`src/rtl/muldiv_pkg.sv`:
```
// Shared types and defaults for the sequential multiply controller.
package muldiv_pkg;

    typedef enum logic [2:0] {
        ST_IDLE   = 3'd0,
        ST_LAUNCH = 3'd1,
        ST_WAIT   = 3'd2,
        ST_FIXUP  = 3'd3,
        ST_DONE   = 3'd4
    } state_e;

    typedef enum logic [1:0] {
        OP_MUL    = 2'b00,
        OP_MULH   = 2'b01,
        OP_MULHSU = 2'b10,
        OP_MULHU  = 2'b11
    } mul_op_e;

    localparam int TIMEOUT_DEFAULT = 48;

endpackage

```
`src/rtl/mul_seq_ctrl_if.sv`:
```
// Signal bundle between the pipeline/multiplier environment and mul_seq_ctrl.
// Handshakes are single-cycle pulses, no backpressure: start/abort/result_valid from the
// controller, done from the multiplier (product valid only while done=1); stall is level.
interface mul_seq_ctrl_if
    import muldiv_pkg::*;
#(
    parameter int XLEN = 32
) ();
    logic              mul_use;
    logic [1:0]        mul_opcode;
    logic [XLEN-1:0]   operand1;
    logic [XLEN-1:0]   operand2;
    logic              flush;
    logic              start;
    logic [XLEN-1:0]   mul_a;
    logic [XLEN-1:0]   mul_b;
    logic              abort;
    logic              done;
    logic [2*XLEN-1:0] product;
    logic              stall;
    logic              result_valid;
    logic [XLEN-1:0]   result_m;
    logic              timeout_err;
    state_e            dbg_state;

    modport slave (
        input  mul_use, mul_opcode, operand1, operand2, flush, done, product,
        output start, mul_a, mul_b, abort, stall, result_valid, result_m, timeout_err,
        output dbg_state
    );

    modport master (
        output mul_use, mul_opcode, operand1, operand2, flush, done, product,
        input  start, mul_a, mul_b, abort, stall, result_valid, result_m, timeout_err,
        input  dbg_state
    );
endinterface

```
`src/rtl/mul_seq_ctrl_fixup.sv`:
```
// Combinational sign restore and high/low half select of the unsigned product.
module mul_sign_fixup #(
    parameter int XLEN = 32
) (
    input  logic [2*XLEN-1:0] product_i,
    input  logic              negate_i,
    input  logic              sel_hi_i,
    output logic [XLEN-1:0]   result_o
);
    logic [2*XLEN-1:0] signed_prod;

    always_comb begin
        signed_prod = negate_i ? (~product_i + 1'b1) : product_i;
        result_o    = sel_hi_i ? signed_prod[2*XLEN-1:XLEN] : signed_prod[XLEN-1:0];
    end
endmodule

```
`src/rtl/mul_seq_ctrl.sv`:
```
// Sequences one M-extension multiply through an external iterative unsigned multiplier.
module mul_seq_ctrl
    import muldiv_pkg::*;
#(
    parameter int XLEN    = 32,
    parameter int TIMEOUT = TIMEOUT_DEFAULT
) (
    input logic           clk,
    input logic           rst,
    mul_seq_ctrl_if.slave bus
);
    localparam int CW = $clog2(TIMEOUT) + 1;

    state_e            state_q, state_d;
    logic [CW-1:0]     cnt_q, cnt_d;
    mul_op_e           op_q, op_d;
    logic              neg1_q, neg1_d, neg2_q, neg2_d;
    logic [XLEN-1:0]   a_q, a_d, b_q, b_d;
    logic [2*XLEN-1:0] prod_q, prod_d;
    logic [XLEN-1:0]   res_q, res_d;
    logic              err_q, err_d;

    logic              in_neg1, in_neg2, fix_negate, fix_sel_hi;
    logic [XLEN-1:0]   fix_res;
    mul_op_e           in_op;

    assign in_op      = mul_op_e'(bus.mul_opcode);
    assign in_neg1    = bus.operand1[XLEN-1] && (in_op == OP_MULH || in_op == OP_MULHSU);
    assign in_neg2    = bus.operand2[XLEN-1] && (in_op == OP_MULH);
    assign fix_negate = (neg1_q ^ neg2_q) && (op_q == OP_MULH || op_q == OP_MULHSU);
    assign fix_sel_hi = (op_q != OP_MUL);

    mul_sign_fixup #(.XLEN(XLEN)) u_fixup (
        .product_i (prod_q),
        .negate_i  (fix_negate),
        .sel_hi_i  (fix_sel_hi),
        .result_o  (fix_res)
    );

    always_comb begin
        state_d          = state_q;
        cnt_d            = cnt_q;
        op_d             = op_q;
        neg1_d           = neg1_q;
        neg2_d           = neg2_q;
        a_d              = a_q;
        b_d              = b_q;
        prod_d           = prod_q;
        res_d            = res_q;
        err_d            = err_q;
        bus.start        = 1'b0;
        bus.abort        = 1'b0;
        bus.stall        = 1'b0;
        bus.result_valid = 1'b0;

        case (state_q)
            ST_IDLE: begin
                if (bus.mul_use && !bus.flush) begin
                    bus.stall = 1'b1;
                    op_d      = in_op;
                    neg1_d    = in_neg1;
                    neg2_d    = in_neg2;
                    a_d       = in_neg1 ? -bus.operand1 : bus.operand1;
                    b_d       = in_neg2 ? -bus.operand2 : bus.operand2;
                    if (bus.operand1 == '0 || bus.operand2 == '0) begin
                        res_d   = '0;
                        state_d = ST_DONE;
                    end else begin
                        state_d = ST_LAUNCH;
                    end
                end
            end
            ST_LAUNCH: begin
                bus.stall = 1'b1;
                if (bus.flush) begin
                    bus.abort = 1'b1;
                    state_d   = ST_IDLE;
                end else begin
                    bus.start = 1'b1;
                    cnt_d     = '0;
                    state_d   = ST_WAIT;
                end
            end
            ST_WAIT: begin
                bus.stall = 1'b1;
                // Flush outranks a coincident done so a killed op never retires.
                if (bus.flush) begin
                    bus.abort = 1'b1;
                    state_d   = ST_IDLE;
                end else if (bus.done) begin
                    prod_d  = bus.product;
                    state_d = ST_FIXUP;
                end else if (cnt_q == CW'(TIMEOUT - 1)) begin
                    err_d     = 1'b1;
                    bus.abort = 1'b1;
                    res_d     = '0;
                    state_d   = ST_DONE;
                end else begin
                    cnt_d = cnt_q + 1'b1;
                end
            end
            ST_FIXUP: begin
                bus.stall = 1'b1;
                if (bus.flush) begin
                    bus.abort = 1'b1;
                    state_d   = ST_IDLE;
                end else begin
                    res_d   = fix_res;
                    state_d = ST_DONE;
                end
            end
            ST_DONE: begin
                bus.result_valid = 1'b1;
                state_d          = ST_IDLE;
            end
            default: state_d = ST_IDLE;
        endcase

        // The multiplier shares rst, so no abort or strobe is emitted while in reset.
        if (rst) begin
            bus.start        = 1'b0;
            bus.abort        = 1'b0;
            bus.stall        = 1'b0;
            bus.result_valid = 1'b0;
        end
    end

    always_ff @(posedge clk) begin
        if (rst) begin
            state_q <= ST_IDLE;
            cnt_q   <= '0;
            op_q    <= OP_MUL;
            neg1_q  <= 1'b0;
            neg2_q  <= 1'b0;
            a_q     <= '0;
            b_q     <= '0;
            prod_q  <= '0;
            res_q   <= '0;
            err_q   <= 1'b0;
        end else begin
            state_q <= state_d;
            cnt_q   <= cnt_d;
            op_q    <= op_d;
            neg1_q  <= neg1_d;
            neg2_q  <= neg2_d;
            a_q     <= a_d;
            b_q     <= b_d;
            prod_q  <= prod_d;
            res_q   <= res_d;
            err_q   <= err_d;
        end
    end

    assign bus.mul_a       = a_q;
    assign bus.mul_b       = b_q;
    assign bus.result_m    = res_q;
    assign bus.timeout_err = err_q;
    assign bus.dbg_state   = state_q;
endmodule

```
`src/flat_wrapper.sv`:
```
// flat-port wrapper written by rule: the top's interface ports become plain ports
module mul_seq_ctrl_flat import muldiv_pkg::*;
#(
    parameter int XLEN    = 32,
    parameter int TIMEOUT = TIMEOUT_DEFAULT
)
  (clk, rst, bus_mul_use, bus_mul_opcode, bus_operand1, bus_operand2, bus_flush, bus_done, bus_product, bus_start, bus_mul_a, bus_mul_b, bus_abort, bus_stall, bus_result_valid, bus_result_m, bus_timeout_err, bus_dbg_state);
  mul_seq_ctrl_if #(.XLEN(XLEN)) bus_i ();
  input logic clk;
  input logic rst;
  input wire logic [$bits(bus_i.mul_use)-1:0] bus_mul_use;
  input wire logic [$bits(bus_i.mul_opcode)-1:0] bus_mul_opcode;
  input wire logic [$bits(bus_i.operand1)-1:0] bus_operand1;
  input wire logic [$bits(bus_i.operand2)-1:0] bus_operand2;
  input wire logic [$bits(bus_i.flush)-1:0] bus_flush;
  input wire logic [$bits(bus_i.done)-1:0] bus_done;
  input wire logic [$bits(bus_i.product)-1:0] bus_product;
  output wire logic [$bits(bus_i.start)-1:0] bus_start;
  output wire logic [$bits(bus_i.mul_a)-1:0] bus_mul_a;
  output wire logic [$bits(bus_i.mul_b)-1:0] bus_mul_b;
  output wire logic [$bits(bus_i.abort)-1:0] bus_abort;
  output wire logic [$bits(bus_i.stall)-1:0] bus_stall;
  output wire logic [$bits(bus_i.result_valid)-1:0] bus_result_valid;
  output wire logic [$bits(bus_i.result_m)-1:0] bus_result_m;
  output wire logic [$bits(bus_i.timeout_err)-1:0] bus_timeout_err;
  output wire logic [$bits(bus_i.dbg_state)-1:0] bus_dbg_state;
  assign bus_i.mul_use = bus_mul_use;
  assign bus_i.mul_opcode = bus_mul_opcode;
  assign bus_i.operand1 = bus_operand1;
  assign bus_i.operand2 = bus_operand2;
  assign bus_i.flush = bus_flush;
  assign bus_i.done = bus_done;
  assign bus_i.product = bus_product;
  assign bus_start = bus_i.start;
  assign bus_mul_a = bus_i.mul_a;
  assign bus_mul_b = bus_i.mul_b;
  assign bus_abort = bus_i.abort;
  assign bus_stall = bus_i.stall;
  assign bus_result_valid = bus_i.result_valid;
  assign bus_result_m = bus_i.result_m;
  assign bus_timeout_err = bus_i.timeout_err;
  assign bus_dbg_state = bus_i.dbg_state;
  mul_seq_ctrl #(.XLEN(XLEN), .TIMEOUT(TIMEOUT)) u_core (.clk(clk), .rst(rst), .bus(bus_i));
endmodule
```
`config.mk`:
```
export PLATFORM = sky130hd
export DESIGN_NAME = mul_seq_ctrl_flat
export DESIGN_NICKNAME = d
export VERILOG_FILES = /design/src/rtl/muldiv_pkg.sv /design/src/rtl/mul_seq_ctrl_if.sv /design/src/rtl/mul_seq_ctrl_fixup.sv /design/src/rtl/mul_seq_ctrl.sv /design/src/flat_wrapper.sv
export SDC_FILE = /design/constraint.sdc
export NUM_CORES = 1
export LEC_CHECK = 0
export BUFFER_PORTS_ARGS = -buffer_cell sky130_fd_sc_hd__buf_2
export CAP_MARGIN = 5
export CORE_ASPECT_RATIO = 2
export CORE_MARGIN = 1.5
export CORE_UTILIZATION = 55
export CTS_CLUSTER_SIZE = 24
export DETAILED_ROUTE_END_ITERATION = 6
export HOLD_SLACK_MARGIN = 0.06
export MAX_ROUTING_LAYER = met4
export PLACE_DENSITY = 0.78
export SLEW_MARGIN = 20
export SYNTH_ARGS = -nofsm -noshare
export SYNTH_HDL_FRONTEND = slang
export SYNTH_SLANG_ARGS = --single-unit
```
`constraint.sdc`:
```
create_clock -name clk -period 7.12 [get_ports clk]
set_input_delay 1.424 -clock clk [delete_from_list [all_inputs] [get_ports clk]]
set_output_delay 1.424 -clock clk [all_outputs]
set_load 0.02 [all_outputs]
```
==> Word level (Yosys, flattened, before mapping) <==
Cells that the tools add are included.
{ "classes": {"addsub": 4, "multipliers": 0, "n_div": 0, "n_lt_le_gt_ge": 0, "n_eq_ne": 18, "shifts": 0, "mux": 38, "bitwise": 4, "reduce_logical": 22} }
{ "op_table": {"columns": ["cell", "n"], "rows": [
  ["$mux W32", 9],
  ["$pmux W32 S3", 1],
  ["$add A64 B1 Y64 const B", 1],
  ["$logic_not A32 Y1", 2],
  ["$mux W64", 1],
  ["$neg A32 Y32", 2],
  ["$not A64 Y64", 1],
  ["$mux W7", 4],
  ["$mux W3", 6],
  ["$pmux W7 S2", 1],
  ["$mux W1", 12],
  ["$pmux W3 S4", 1],
  ["$ne A2 B2 Y1 const B", 5],
  ["$add A7 B1 Y7 const B", 1],
  ["$eq A7 B6 Y1 const B", 1],
  ["$reduce_and A7 Y1", 1],
  ["$eq A3 B2 Y1 const B", 2],
  ["$ne A2 B1 Y1 const B", 3],
  ["$reduce_and A5 Y1", 1],
  ["$eq A2 B1 Y1 const B", 2],
  ["$eq A2 B2 Y1 const B", 2],
  ["$logic_and A1 B1 Y1", 4],
  ["$ne A4 B3 Y1 const B", 1],
  ["$pmux W1 S2", 2],
  ["15 further kinds", 20]
]} }
{ "word_totals": {"reg_bits": 175, "latch_bits": 0, "mem_bits_rw": 0, "mem_bits_ro": 0, "input_bits": 135, "output_inout_bits": 104, "wordCells": 96, "mem_count": 0} }

==> Depth between registers and ports, before layout <==
{ "depth": {"ltp_word": 7, "ltp_mapped": 11, "depth_no_buf": 9} }

==> By module <==
Synthesis repeated with hierarchy kept, for this count alone.
{ "hier_totals": {"hier_cells": 1239, "hier_area_um2": 9813.2} }
{ "modules_own_cells": {"columns": ["mod", "instances", "cells_each", "area_per_inst_um2", "seq_area_each_um2"], "rows": [
  ["mul_seq_ctrl", 1, 934, 7749.9, 3503.4],
  ["mul_sign_fixup", 1, 305, 2063.2, 0.0]
]} }

==> Least setup slack after synthesis <==
No wires, ideal clock.
{ "synth_timing": {"path_type": "input to output", "start": "input port bus_done", "end": "output port bus_abort", "arrival_time_ns": 2.576, "required_ns": 5.696, "path_slack_ns": 3.120, "cell_stages": 3, "path_buffers": 0, "path_cell_list": "nor4_1 > a21oi_1 > nor4_1"} }
{ "synth_between": {"elab_chain_cells": 4} }
{ "synth_rtl": {"columns": ["element", "line", "rtl"], "rows": [
  ["from (decl)", "flat_wrapper.sv:16", "input wire logic [$bits(bus_i.done)-1:0] bus_done;"],
  ["$mux W1", "mul_seq_ctrl.sv:90", "end else if (bus.done) begin"],
  ["$mux W1", "mul_seq_ctrl.sv:87", "if (bus.flush) begin"],
  ["$pmux W1 S2", "mul_seq_ctrl.sv:56", "case (state_q)"],
  ["$mux W1", "mul_seq_ctrl.sv:120", "if (rst) begin"],
  ["to (decl)", "flat_wrapper.sv:21", "output wire logic [$bits(bus_i.abort)-1:0] bus_abort;"]
]} }
No other way between the ends.

==> Worst setup path in the final report <==
Ends and elaborated chain as after synthesis.

==> flow_metrics.env <==
export IMPL_yosysWarnings=0
export IMPL_path_depth=5
export IMPL_max_freq_ghz=0.250
export IMPL_synth_top_family_by_area="simple AND/OR/NAND/NOR gates"
export IMPL_worstSetupPathType="input port to primary output"
export IMPL_cts_root_buffer="clkbuf_16"
export IMPL_cp_end_kind="primary output"
export IMPL_combPwrFrac_pct=16.1
export IMPL_finalCritPeriodShare_pct=56.3
export IMPL_gr_usage_all_layers_pct=35.2
export IMPL_clk_pin_slew_ns=0.07
export IMPL_grt_pass1_wl_mm=46.4
export IMPL_netlist_area_um2=9290
export IMPL_synth_simple_gate_area_share_pct=25.1
export IMPL_worstMarginPinSlew_ns=0.989
export IMPL_synth_xor_area_share_pct=10.1
export IMPL_seq_power_share_pct=44.1
export IMPL_slew_limit_headroom_pct=33.5
export IMPL_critical_path_buf_inv_count=2
export IMPL_core_area_um2=16700
export IMPL_power_frac_clock_pct=39.8
export IMPL_cts_tree="done"
export IMPL_holdCritPathClass="flip-flop to flip-flop"
export IMPL_cp_data_required_time_ns=5.70
export IMPL_power_mw=2.35
export IMPL_finalSetupViolCount=0
export IMPL_p_int_mw=1.68
export IMPL_clock_latency_ns=0.44
export IMPL_syn2layout_area_growth_pct=19.5
export IMPL_outcome="finished clean"
export IMPL_dr_pass1_iters=5
export IMPL_gp_congestion=0.931
export IMPL_place_inst=1565
export IMPL_crit_path_top_delay_cell="nor4_1"
export IMPL_wl_per_cell_um=18.6
export IMPL_ctsHoldBuffers=0
export IMPL_vdd_drop_max_mv=0.155
export IMPL_synth_ff_type="dfxtp_1"
export IMPL_fin_tns_setup_ns=0
export IMPL_holdWs_ns=0.439
export IMPL_rr_worst_depth=6
export IMPL_grt_overflow_total=0
export IMPL_synth_compound_area_share_pct=21.8
export IMPL_synth_fa_ha_area_share_pct=0.808
export IMPL_path_delay_family="simple AND/OR/NAND/NOR gates"
export IMPL_drive_above_1_share_pct=21.3
export IMPL_grt_max_degree=91
export IMPL_synth_nets=1329
export IMPL_ant_nets=0
export IMPL_synth_mux_area_share_pct=0.539
export IMPL_finalCriticalPeriod_ns=4.01
export IMPL_syn_area_per_cell_um2=7.82
export IMPL_path_max_fanout=5
export IMPL_drcViolationCount=0
export IMPL_multi_input_comb_area_um2=5430
export IMPL_antenna_found_initial=2
export IMPL_rows=67
export IMPL_ys_seq_elements=175
export IMPL_setup_ws_ns=3.11
export IMPL_synth_cell_types=66
export IMPL_instances_no_fill=1599
export IMPL_cts_buffer_depth=2
export IMPL_htreeDepth=4
export IMPL_post_cts_resized=0
export IMPL_hold_violations=0
export IMPL_cp_arrival_ns=2.58
export IMPL_synth_edf_count=0
export IMPL_skew_ns=0.0134
export IMPL_synthArstFlopShare_pct=0
export IMPL_grt_setup_unrepaired="false"
export IMPL_postPlaceCellArea_um2=10500
export IMPL_swShare_pct=28.6
export IMPL_io_buffers=238
export IMPL_whs_path_depth=2
export IMPL_yosysSeqAreaShare_pct=37.7
export IMPL_drtIter0Drc=396
export IMPL_numCtsBuffers=17
export IMPL_chipHeight_um=187
export IMPL_cts_setup_buffers=0
export IMPL_netlist_instances=1188
export IMPL_hpwlAfterDp_mm=22.6
export IMPL_io_pin_count=239
export IMPL_final_max_slew_violation_count=0
export IMPL_p_per_area_nw_per_um2=212
export IMPL_num_fill_cells=1536
export IMPL_die_area_um2=17700
export IMPL_p_leak_nw=4.45
export IMPL_nets=1518
export IMPL_start_util_pct=55.7
export IMPL_finalWirelength_mm=29.8
export IMPL_die_width_um=94.9
export IMPL_cp_cell_sequence="buf_2, nor4_1, a21oi_1, nor4_1, buf_2"
export IMPL_critPathLaunchType="input port"
export IMPL_drv_cap=0
export IMPL_seqCellArea_um2=3500
export IMPL_switchingPower_uw=672
export IMPL_grt_pass1_vias=9493
export IMPL_vias_per_cell=6.00
export IMPL_cts_sinks=175
export IMPL_cp_slowest_stage_delay_ns=0.49
export IMPL_place_ws_ns=3.14
export IMPL_vias=9594
export IMPL_fin_util_pct=66.6
export IMPL_fin_area_um2=11100
==> layer usage <==
layer | global-route usage (%) | vias to the layer above | routed length (µm)
li1 | - | 4631 | -
met5 | - | - | 0
met3 | 6.81 | 172 | 1680
met2 | 63.4 | 393 | 16200
met1 | 30.6 | 4398 | 9350
met4 | 26.8 | 0 | 2600
==> tightest hold or removal path, delay by kind of cell (launching register included) <==
kind	cells	cell delay, ns
DFF	1	0.31
and+or+nand+nor	2	0.09
==> flip-flops by register name, summed over array words and instances, names as in the netlist <==
register,flops
u_core.bus.result_m,32
u_core.cnt_q,7
u_core.op_q,2
u_core.bus.mul_b,32
u_core.bus.timeout_err,1
u_core.prod_q,64
u_core.neg1_q,1
u_core.bus.dbg_state,3
u_core.bus.mul_a,32
u_core.neg2_q,1
==> layout make-up <==
| class | count | share of cell area (%) |
|---|---|---|
| antenna | 2 | 0.0451 |
| clock buffer | 20 | 4.02 |
| clock inverter | 12 | 1.21 |
| inverter | 22 | 0.744 |
| multi-input combinational | 916 | 48.9 |
| sequential | 175 | 31.6 |
| tap | 207 | 2.33 |
| timing repair buffer | 245 | 11.2 |
==> cells in the final DEF, fill, tap and decap left out, types with 4 or more instances in the layout <==
| cell | netlist | routed |
|---|---|---|
| clkbuf_16 | 0 | 17 |
| o21ai_0 | 44 | 44 |
| nand4_1 | 7 | 7 |
| or4_1 | 14 | 14 |
| a311oi_1 | 8 | 8 |
| nand3_1 | 20 | 20 |
| a21oi_1 | 120 | 119 |
| nor2_1 | 121 | 121 |
| nor4b_1 | 4 | 4 |
| and2_1 | 6 | 5 |
| nor3_1 | 40 | 40 |
| or3_1 | 19 | 19 |
| buf_2 | 2 | 237 |
| a221o_1 | 6 | 6 |
| mux2i_1 | 5 | 5 |
| inv_1 | 22 | 22 |
| xnor2_1 | 56 | 56 |
| o31ai_1 | 19 | 19 |
| xor2_1 | 51 | 51 |
| nor4_1 | 16 | 16 |
| a31oi_1 | 10 | 10 |
| ha_1 | 6 | 6 |
| a22oi_1 | 9 | 9 |
| a211oi_1 | 53 | 53 |
| o21ai_1 | 5 | 5 |
| nand2_1 | 190 | 189 |
| and3_1 | 9 | 8 |
| dfxtp_1 | 175 | 175 |
| o221ai_1 | 10 | 10 |
| nor3b_1 | 5 | 5 |
| nand2b_1 | 6 | 6 |
| buf_4 | 1 | 8 |
| o21a_1 | 4 | 4 |
| o41ai_1 | 9 | 9 |
==> power by group through the flow <==
stage	clock network, mW	logic, mW	registers, mW
global placement	0	0.372	1.06
finish	0.935	0.379	1.04
CTS	0.943	0.377	1.04
detailed placement	0	0.376	1.06
global route	0.983	0.412	1.04
floorplan	0	0.201	1.09
==> Yosys cell counts, types with 7 or more instances <==
cell / count / area, µm²
a211oi_1: 53 / 398
a21oi_1: 120 / 601
a22oi_1: 9 / 67.6
a311oi_1: 8 / 70.1
a31oi_1: 10 / 62.6
and3_1: 9 / 56.3
buf_1: 7 / 26.3
clkbuf_1: 65 / 244
dfxtp_1: 175 / 3500
inv_1: 22 / 82.6
nand2_1: 190 / 713
nand3_1: 20 / 100
nand4_1: 7 / 43.8
nor2_1: 121 / 454
nor3_1: 40 / 200
nor4_1: 16 / 100
o21ai_0: 44 / 220
o221ai_1: 10 / 87.6
o31ai_1: 19 / 143
o41ai_1: 9 / 78.8
or3_1: 19 / 119
or4_1: 14 / 105
xnor2_1: 56 / 490
xor2_1: 51 / 447
==> worst paths after layout <==
check / slack (ns) / endpoint / from
setup reg to reg: 3.95 / u_core.bus.result_m[17]$_SDFFE_PP0P_ / u_core.prod_q[30]$_SDFFE_PP0P_
hold reg to reg: 0.44 / u_core.bus.result_m[0]$_SDFFE_PP0P_ / u_core.bus.result_m[0]$_SDFFE_PP0P_
setup / recovery: 3.11 / bus_abort / bus_done
hold / removal: 0.44 / u_core.bus.result_m[0]$_SDFFE_PP0P_ / u_core.bus.result_m[0]$_SDFFE_PP0P_
==> cell families after synthesis <==
kind of cell / after synthesis
AO/OA/AOI/OAI: 316
multiplexers: 5
buffers and inverters: 97
flip-flops: 175
AND/OR/NAND/NOR: 482
adder cells (fa/ha/maj): 6
XOR/XNOR: 107
Note: power is estimated with default switching activity, not from simulation.
